`src/rtl/vx_execute_arb_if.sv`:
```
// Bundle of the requester-side and execute-unit-side signals of vx_execute_arb.
// The slave modport is the arbiter's view; master is the surrounding environment's view.
interface vx_execute_arb_if #(
    parameter int NUM_INPUTS = 4,
    parameter int DATA_WIDTH = 256,
    parameter int SEL_WIDTH  = (NUM_INPUTS > 1) ? $clog2(NUM_INPUTS) : 1
);
    logic [NUM_INPUTS-1:0]            in_valid;
    logic [NUM_INPUTS*DATA_WIDTH-1:0] in_data;
    logic [NUM_INPUTS-1:0]            in_sop;
    logic [NUM_INPUTS-1:0]            in_eop;
    logic [NUM_INPUTS-1:0]            in_ready;
    logic                             out_valid;
    logic [DATA_WIDTH-1:0]            out_data;
    logic                             out_sop;
    logic                             out_eop;
    logic [SEL_WIDTH-1:0]             out_sel;
    logic                             out_ready;
    logic                             locked;

    modport slave (
        input  in_valid, in_data, in_sop, in_eop, out_ready,
        output in_ready, out_valid, out_data, out_sop, out_eop, out_sel, locked
    );

    modport master (
        output in_valid, in_data, in_sop, in_eop, out_ready,
        input  in_ready, out_valid, out_data, out_sop, out_eop, out_sel, locked
    );
endinterface

```
`src/rtl/vx_execute_arb.sv`:
```
// Round-robin arbiter sharing one execute-unit dispatch port, locked across sop..eop packets.
// Define EXE_ARB_OUT_BUF_EN to register the output through a 2-entry skid buffer.
module vx_execute_arb #(
    parameter int NUM_INPUTS = 4,
    parameter int DATA_WIDTH = 256,
    parameter int SEL_WIDTH  = (NUM_INPUTS > 1) ? $clog2(NUM_INPUTS) : 1
) (
    input  logic            clk,
    input  logic            reset,
    vx_execute_arb_if.slave arb
);
    logic [SEL_WIDTH-1:0]  rr_ptr_q, rr_ptr_d;
    logic                  lock_q, lock_d;
    logic [SEL_WIDTH-1:0]  lock_idx_q, lock_idx_d;
    logic [SEL_WIDTH-1:0]  grant;
    logic                  grant_valid;
    logic                  grant_sop;
    logic                  grant_eop;
    logic [DATA_WIDTH-1:0] grant_data;
    logic                  sink_ready;
    logic                  accept;
    int                    scan_idx;

    // Lowest-priority candidate is visited first so the one nearest rr_ptr wins last.
    always_comb begin
        grant    = rr_ptr_q;
        scan_idx = 0;
        if (reset) begin
            grant = '0;
        end else if (lock_q) begin
            grant = lock_idx_q;
        end else begin
            for (int k = NUM_INPUTS - 1; k >= 0; k--) begin
                scan_idx = int'(rr_ptr_q) + k;
                if (scan_idx >= NUM_INPUTS) scan_idx = scan_idx - NUM_INPUTS;
                if (arb.in_valid[scan_idx]) grant = SEL_WIDTH'(scan_idx);
            end
        end
    end

    always_comb begin
        grant_valid = 1'b0;
        grant_sop   = 1'b0;
        grant_eop   = 1'b0;
        grant_data  = '0;
        for (int i = 0; i < NUM_INPUTS; i++) begin
            if (SEL_WIDTH'(i) == grant) begin
                grant_valid = arb.in_valid[i] && !reset;
                grant_sop   = arb.in_sop[i];
                grant_eop   = arb.in_eop[i];
                grant_data  = arb.in_data[i*DATA_WIDTH +: DATA_WIDTH];
            end
        end
    end

    assign accept = grant_valid && sink_ready;

    always_comb begin
        arb.in_ready = '0;
        for (int i = 0; i < NUM_INPUTS; i++) begin
            if (SEL_WIDTH'(i) == grant) arb.in_ready[i] = accept;
        end
    end

    // A non-eop beat pins the grant; eop releases it and moves priority past the owner.
    always_comb begin
        rr_ptr_d   = rr_ptr_q;
        lock_d     = lock_q;
        lock_idx_d = lock_idx_q;
        if (accept) begin
            if (grant_eop) begin
                lock_d   = 1'b0;
                rr_ptr_d = (int'(grant) == NUM_INPUTS - 1) ? '0 : grant + SEL_WIDTH'(1);
            end else begin
                lock_d     = 1'b1;
                lock_idx_d = grant;
            end
        end
    end

    always_ff @(posedge clk or posedge reset) begin
        if (reset) begin
            rr_ptr_q   <= '0;
            lock_q     <= 1'b0;
            lock_idx_q <= '0;
        end else begin
            rr_ptr_q   <= rr_ptr_d;
            lock_q     <= lock_d;
            lock_idx_q <= lock_idx_d;
        end
    end

    assign arb.locked = lock_q;

`ifdef EXE_ARB_OUT_BUF_EN
    typedef struct packed {
        logic [DATA_WIDTH-1:0] data;
        logic                  sop;
        logic                  eop;
        logic [SEL_WIDTH-1:0]  sel;
    } entry_t;

    entry_t     buf_q [2];
    entry_t     buf_d [2];
    logic       wr_ptr_q, wr_ptr_d;
    logic       rd_ptr_q, rd_ptr_d;
    logic [1:0] count_q, count_d;
    logic       pop;

    // Acceptance depends only on occupancy, so out_ready never reaches in_ready.
    assign sink_ready = (count_q != 2'd2);
    assign pop        = arb.out_valid && arb.out_ready;

    always_comb begin
        buf_d    = buf_q;
        wr_ptr_d = wr_ptr_q;
        rd_ptr_d = rd_ptr_q;
        if (accept) begin
            buf_d[wr_ptr_q] = '{data: grant_data, sop: grant_sop, eop: grant_eop, sel: grant};
            wr_ptr_d        = ~wr_ptr_q;
        end
        if (pop) rd_ptr_d = ~rd_ptr_q;
        count_d = count_q + 2'(accept) - 2'(pop);
    end

    always_ff @(posedge clk or posedge reset) begin
        if (reset) begin
            buf_q[0] <= '0;
            buf_q[1] <= '0;
            wr_ptr_q <= 1'b0;
            rd_ptr_q <= 1'b0;
            count_q  <= 2'd0;
        end else begin
            buf_q[0] <= buf_d[0];
            buf_q[1] <= buf_d[1];
            wr_ptr_q <= wr_ptr_d;
            rd_ptr_q <= rd_ptr_d;
            count_q  <= count_d;
        end
    end

    assign arb.out_valid = (count_q != 2'd0);
    assign arb.out_data  = buf_q[rd_ptr_q].data;
    assign arb.out_sop   = buf_q[rd_ptr_q].sop;
    assign arb.out_eop   = buf_q[rd_ptr_q].eop;
    assign arb.out_sel   = buf_q[rd_ptr_q].sel;
`else
    assign sink_ready    = arb.out_ready;
    assign arb.out_valid = grant_valid;
    assign arb.out_data  = grant_data;
    assign arb.out_sop   = grant_sop;
    assign arb.out_eop   = grant_eop;
    assign arb.out_sel   = grant;
`endif
endmodule

```
`src/flat_wrapper.sv`:
```
// flat-port wrapper written by rule: the top's interface ports become plain ports
module vx_execute_arb_flat 
#(
    parameter int NUM_INPUTS = 4,
    parameter int DATA_WIDTH = 256,
    parameter int SEL_WIDTH  = (NUM_INPUTS > 1) ? $clog2(NUM_INPUTS) : 1
)
  (clk, reset, arb_in_valid, arb_in_data, arb_in_sop, arb_in_eop, arb_out_ready, arb_in_ready, arb_out_valid, arb_out_data, arb_out_sop, arb_out_eop, arb_out_sel, arb_locked);
  vx_execute_arb_if #(.NUM_INPUTS(NUM_INPUTS), .DATA_WIDTH(DATA_WIDTH), .SEL_WIDTH(SEL_WIDTH)) arb_i ();
  input  logic clk;
  input  logic reset;
  input wire logic [$bits(arb_i.in_valid)-1:0] arb_in_valid;
  input wire logic [$bits(arb_i.in_data)-1:0] arb_in_data;
  input wire logic [$bits(arb_i.in_sop)-1:0] arb_in_sop;
  input wire logic [$bits(arb_i.in_eop)-1:0] arb_in_eop;
  input wire logic [$bits(arb_i.out_ready)-1:0] arb_out_ready;
  output wire logic [$bits(arb_i.in_ready)-1:0] arb_in_ready;
  output wire logic [$bits(arb_i.out_valid)-1:0] arb_out_valid;
  output wire logic [$bits(arb_i.out_data)-1:0] arb_out_data;
  output wire logic [$bits(arb_i.out_sop)-1:0] arb_out_sop;
  output wire logic [$bits(arb_i.out_eop)-1:0] arb_out_eop;
  output wire logic [$bits(arb_i.out_sel)-1:0] arb_out_sel;
  output wire logic [$bits(arb_i.locked)-1:0] arb_locked;
  assign arb_i.in_valid = arb_in_valid;
  assign arb_i.in_data = arb_in_data;
  assign arb_i.in_sop = arb_in_sop;
  assign arb_i.in_eop = arb_in_eop;
  assign arb_i.out_ready = arb_out_ready;
  assign arb_in_ready = arb_i.in_ready;
  assign arb_out_valid = arb_i.out_valid;
  assign arb_out_data = arb_i.out_data;
  assign arb_out_sop = arb_i.out_sop;
  assign arb_out_eop = arb_i.out_eop;
  assign arb_out_sel = arb_i.out_sel;
  assign arb_locked = arb_i.locked;
  vx_execute_arb #(.NUM_INPUTS(NUM_INPUTS), .DATA_WIDTH(DATA_WIDTH), .SEL_WIDTH(SEL_WIDTH)) u_core (.clk(clk), .reset(reset), .arb(arb_i));
endmodule
```
`config.mk`:
```
export PLATFORM = sky130hd
export DESIGN_NAME = vx_execute_arb_flat
export DESIGN_NICKNAME = d
export VERILOG_FILES = /design/src/rtl/vx_execute_arb_if.sv /design/src/rtl/vx_execute_arb.sv /design/src/flat_wrapper.sv
export SDC_FILE = /design/constraint.sdc
export NUM_CORES = 1
export LEC_CHECK = 0
export BUFFER_PORTS_ARGS = -buffer_cell sky130_fd_sc_hd__buf_4
export CAP_MARGIN = 10
export CORE_AREA = 2 2 503 505
export DETAILED_ROUTE_END_ITERATION = 8
export DIE_AREA = 0 0 505 507
export GPL_ROUTABILITY_DRIVEN = 1
export HOLD_SLACK_MARGIN = 0.1
export PLACE_DENSITY = 0.3
export SYNTH_ARGS = -nofsm -noshare
export SYNTH_HDL_FRONTEND = slang
export SYNTH_SLANG_ARGS = --single-unit
```
`constraint.sdc`:
```
create_clock -name clk -period 4.1 [get_ports clk]
set_input_delay 0.205 -clock clk [delete_from_list [all_inputs] [get_ports clk]]
set_output_delay 0.205 -clock clk [all_outputs]
set_load 0.05 [all_outputs]
```
==> metrics.yaml <==
clock_tree:
  numCtsBuffers: 3
  cts_tree: "built"
  clkTransAtPathRegs_ns: 0.03
  clockBufferDepth: 2
  htree_levels: 1
  cts_root_buf: "clkbuf_16"
  clk_latency_ns: 0.23
  numClockSinks: 5
global_routing:
  antenna_found_initial: 231
  grt_max_degree: 85
  grt_pass1_wl_um: 223000
  grt_pass1_vias: 17600
  grt_overflow_total: 0
  globalRouteTotalUtil: 0.138
critical_path:
  crit_arrival_ns: 3.82
  crit_fanout: 51
  criticalPathCategory: "flip-flop to output pin"
  critPathCaptureType: "output pin"
  critPathLaunchType: "flip-flop"
  worst_ep_required_time_ns: 3.89
routing:
  via_per_inst: 2.94
  ant_nets: 0
  dr.first_iter.drc_count: 1394
  route.detailed.drc: 0
  drt-total-wl_um: 186000
  first_pass_iters: 5
  vias: 18200
  post_drt_wl_per_cell_um: 30.2
run:
  maxCapViolCount: 0
timing:
  setup_viol: 0
  slew_viol_final: 0
  fin_crit_sh: 0.982
  max_freq_mhz: 248
  hold_viol_final: 0
  min_period_ns: 4.03
  maxSlewHeadroom: 0.495
  fin_skew_ns: 0.000974
  tns_ns: 0
  tightest_slew_ns: 0.758
die:
  die_w_um: 505
  start_util: 0.0308
  die_y_um: 507
  core_area_um2: 250000
  num_rows: 184
  die_area_um2: 256000
  io_pins: 1305
yosys:
  synthTopCellsByArea: "a22oi_1 (25%), a21oi_1 (17%), nand2_1 (13%)"
  synth_ff_type: "dfrtp_1"
  avgSynthCellArea_um2: 5.09
  ys_ff_latch: 5
  yosysTopAreaCell: "a22oi_1"
  yosys_warnings: 0
  synthArstFlopShare: 1.00
  netlist_area_um2: 7710
  synth_cells: 1515
  syn_nets: 2558
  synth_edf_count: 0
  synthTopCellsByCount: "a21oi_1 (259), nand2_1 (259), nor2_1 (259)"
  yosysSeqAreaShare: 0.0162
  synth_top_area_frac: 0.250
  ys_types: 33
layout:
  syn_to_final_growth_pct: 191
  utilization: 0.0897
  drive_gt1_frac: 0.530
  finish.instance_area_um2: 22500
  nNetsFinal: 3806
  num-fill-cells: 29900
placed_design:
  gp_congestion: 1.04
  portBuffers: 1304
  hpwl_um: 175000
  placed_area_um2: 22000
min_path:
  hold_path.class: "input pin to flip-flop"
power:
  p_leak_nw: 9.49
  irDropWorstVdd_mv: 0.422
  power_mw: 20.8
  powerDensity_nw_per_um2: 924
status:
  status: "finished, final reports clean"
final cells by class:
class	count	area, um2	area share
timing repair buffer	1417	10900	0.486
multi-input combinational	1330	6990	0.311
tap	3348	4190	0.186
antenna	59	148	0.00657
sequential	5	126	0.00562
clock buffer	4	78.8	0.00351
inverter	6	22.5	0.00100
final timing paths:
kind / startpoint / to / slack (ns) / cells past startpoint
max reg2reg: u_core.rr_ptr_q[1]$_DFFE_PP0P_ / u_core.lock_idx_q[1]$_DFFE_PP0P_ / 0.70 / 11
min in group asynchronous: reset / u_core.rr_ptr_q[0]$_DFFE_PP0P_ / 0.74 / 3
max in group asynchronous: reset / u_core.rr_ptr_q[1]$_DFFE_PP0P_ / 3.12 / 3
min: arb_in_valid[1] / u_core.lock_idx_q[1]$_DFFE_PP0P_ / 0.44 / 4
min reg2reg: u_core.lock_idx_q[0]$_DFFE_PP0P_ / u_core.lock_idx_q[0]$_DFFE_PP0P_ / 0.54 / 2
max: u_core.rr_ptr_q[1]$_DFFE_PP0P_ / arb_out_data[117] / 0.07 / 14
routing by layer:
layer / wire (um) / vias up / global-route usage
li1: - / 8037 / -
met1: 71500 / 8344 / 0.154
met2: 81400 / 1249 / 0.217
met3: 28900 / 334 / 0.0958
met4: 3460 / 186 / 0.0221
met5: 1240 / - / 0
power breakdown:
group | internal [mW] | switching, mW
combinational | 5.39 | 15.1
sequential | 0.0750 | 0.0311
clock | 0.129 | 0.0315
worst max-delay path, stage by stage, from the launching register on:
cell and delay [ns]:
dfrtp_2 0.43, nand2b_1 0.12, a21oi_1 0.12, o311ai_2 0.39
o21ai_2 0.13, nand2b_4 0.17, ha_4 0.19, buf_12 0.18
buf_12 0.19, buf_16 0.33, a22oi_2 0.55, nor2_1 0.09
a21oi_1 0.15, o21ai_1 0.08, buf_4 0.19
layout by cell type, fill, tap and decap left out, types with 2 or more instances in the layout:
cell type and n:
o21ai_0 2, ha_4 3, nand2_1 259, buf_6 2
clkbuf_16 3, a22oi_1 238, mux2i_1 2, diode_2 59
buf_16 2, a21oi_2 2, buf_12 18, buf_4 1394
o21ai_1 256, inv_1 6, o21ai_2 3, nor3_1 2
dfrtp_1 4, mux2_4 2, and2_1 4, a21oi_1 257
nor2b_1 4, nor2_2 4, a22oi_2 19, nand2b_4 2
nor2_1 255
sequential cells by signal, indices dropped and copies added (netlist names):
register and count:
u_core.arb.locked 1, u_core.lock_idx_q 2, u_core.rr_ptr_q 2
what timing repair did:
action / 4_1_cts / 5_1_grt
endpoints found under the hold margin: 5 / 0
hold buffers: 1 / 0
buffers inserted: 0 / 1
pin swaps: 1 / 4
endpoints found under the setup margin: 18 / 42
resized for setup: 16 / 23
gates cloned: 0 / 0
per-stage QoR:
| stage | worst slack [ns] | hold WS (ns) | std cells |
|---|---|---|---|
| floorplan | 0.224 | -0.00789 | 1515 |
| global placement | -0.460 | 0.188 | 6104 |
| detailed placement | -0.215 | 0.192 | 6104 |
| CTS | -0.0535 | 0.521 | 6109 |
| global route | -0.0147 | 0.470 | 6123 |
| finish | 0.0719 | 0.440 | 6169 |
cell families (layout without fill, tap and decap cells):
kind of cell	count (synthesis)	count (layout)	share of synthesized area
AOI/OAI and AO/OA	784	784	0.599
and+or+nand+nor	538	538	0.271
buffers and inverters	180	1427	0.101
DFF	5	5	0.0162
adders and majority gates	4	4	0.00649
muxes	4	4	0.00649
other	0	59	0
Note: power is estimated with default switching activity, not from simulation.
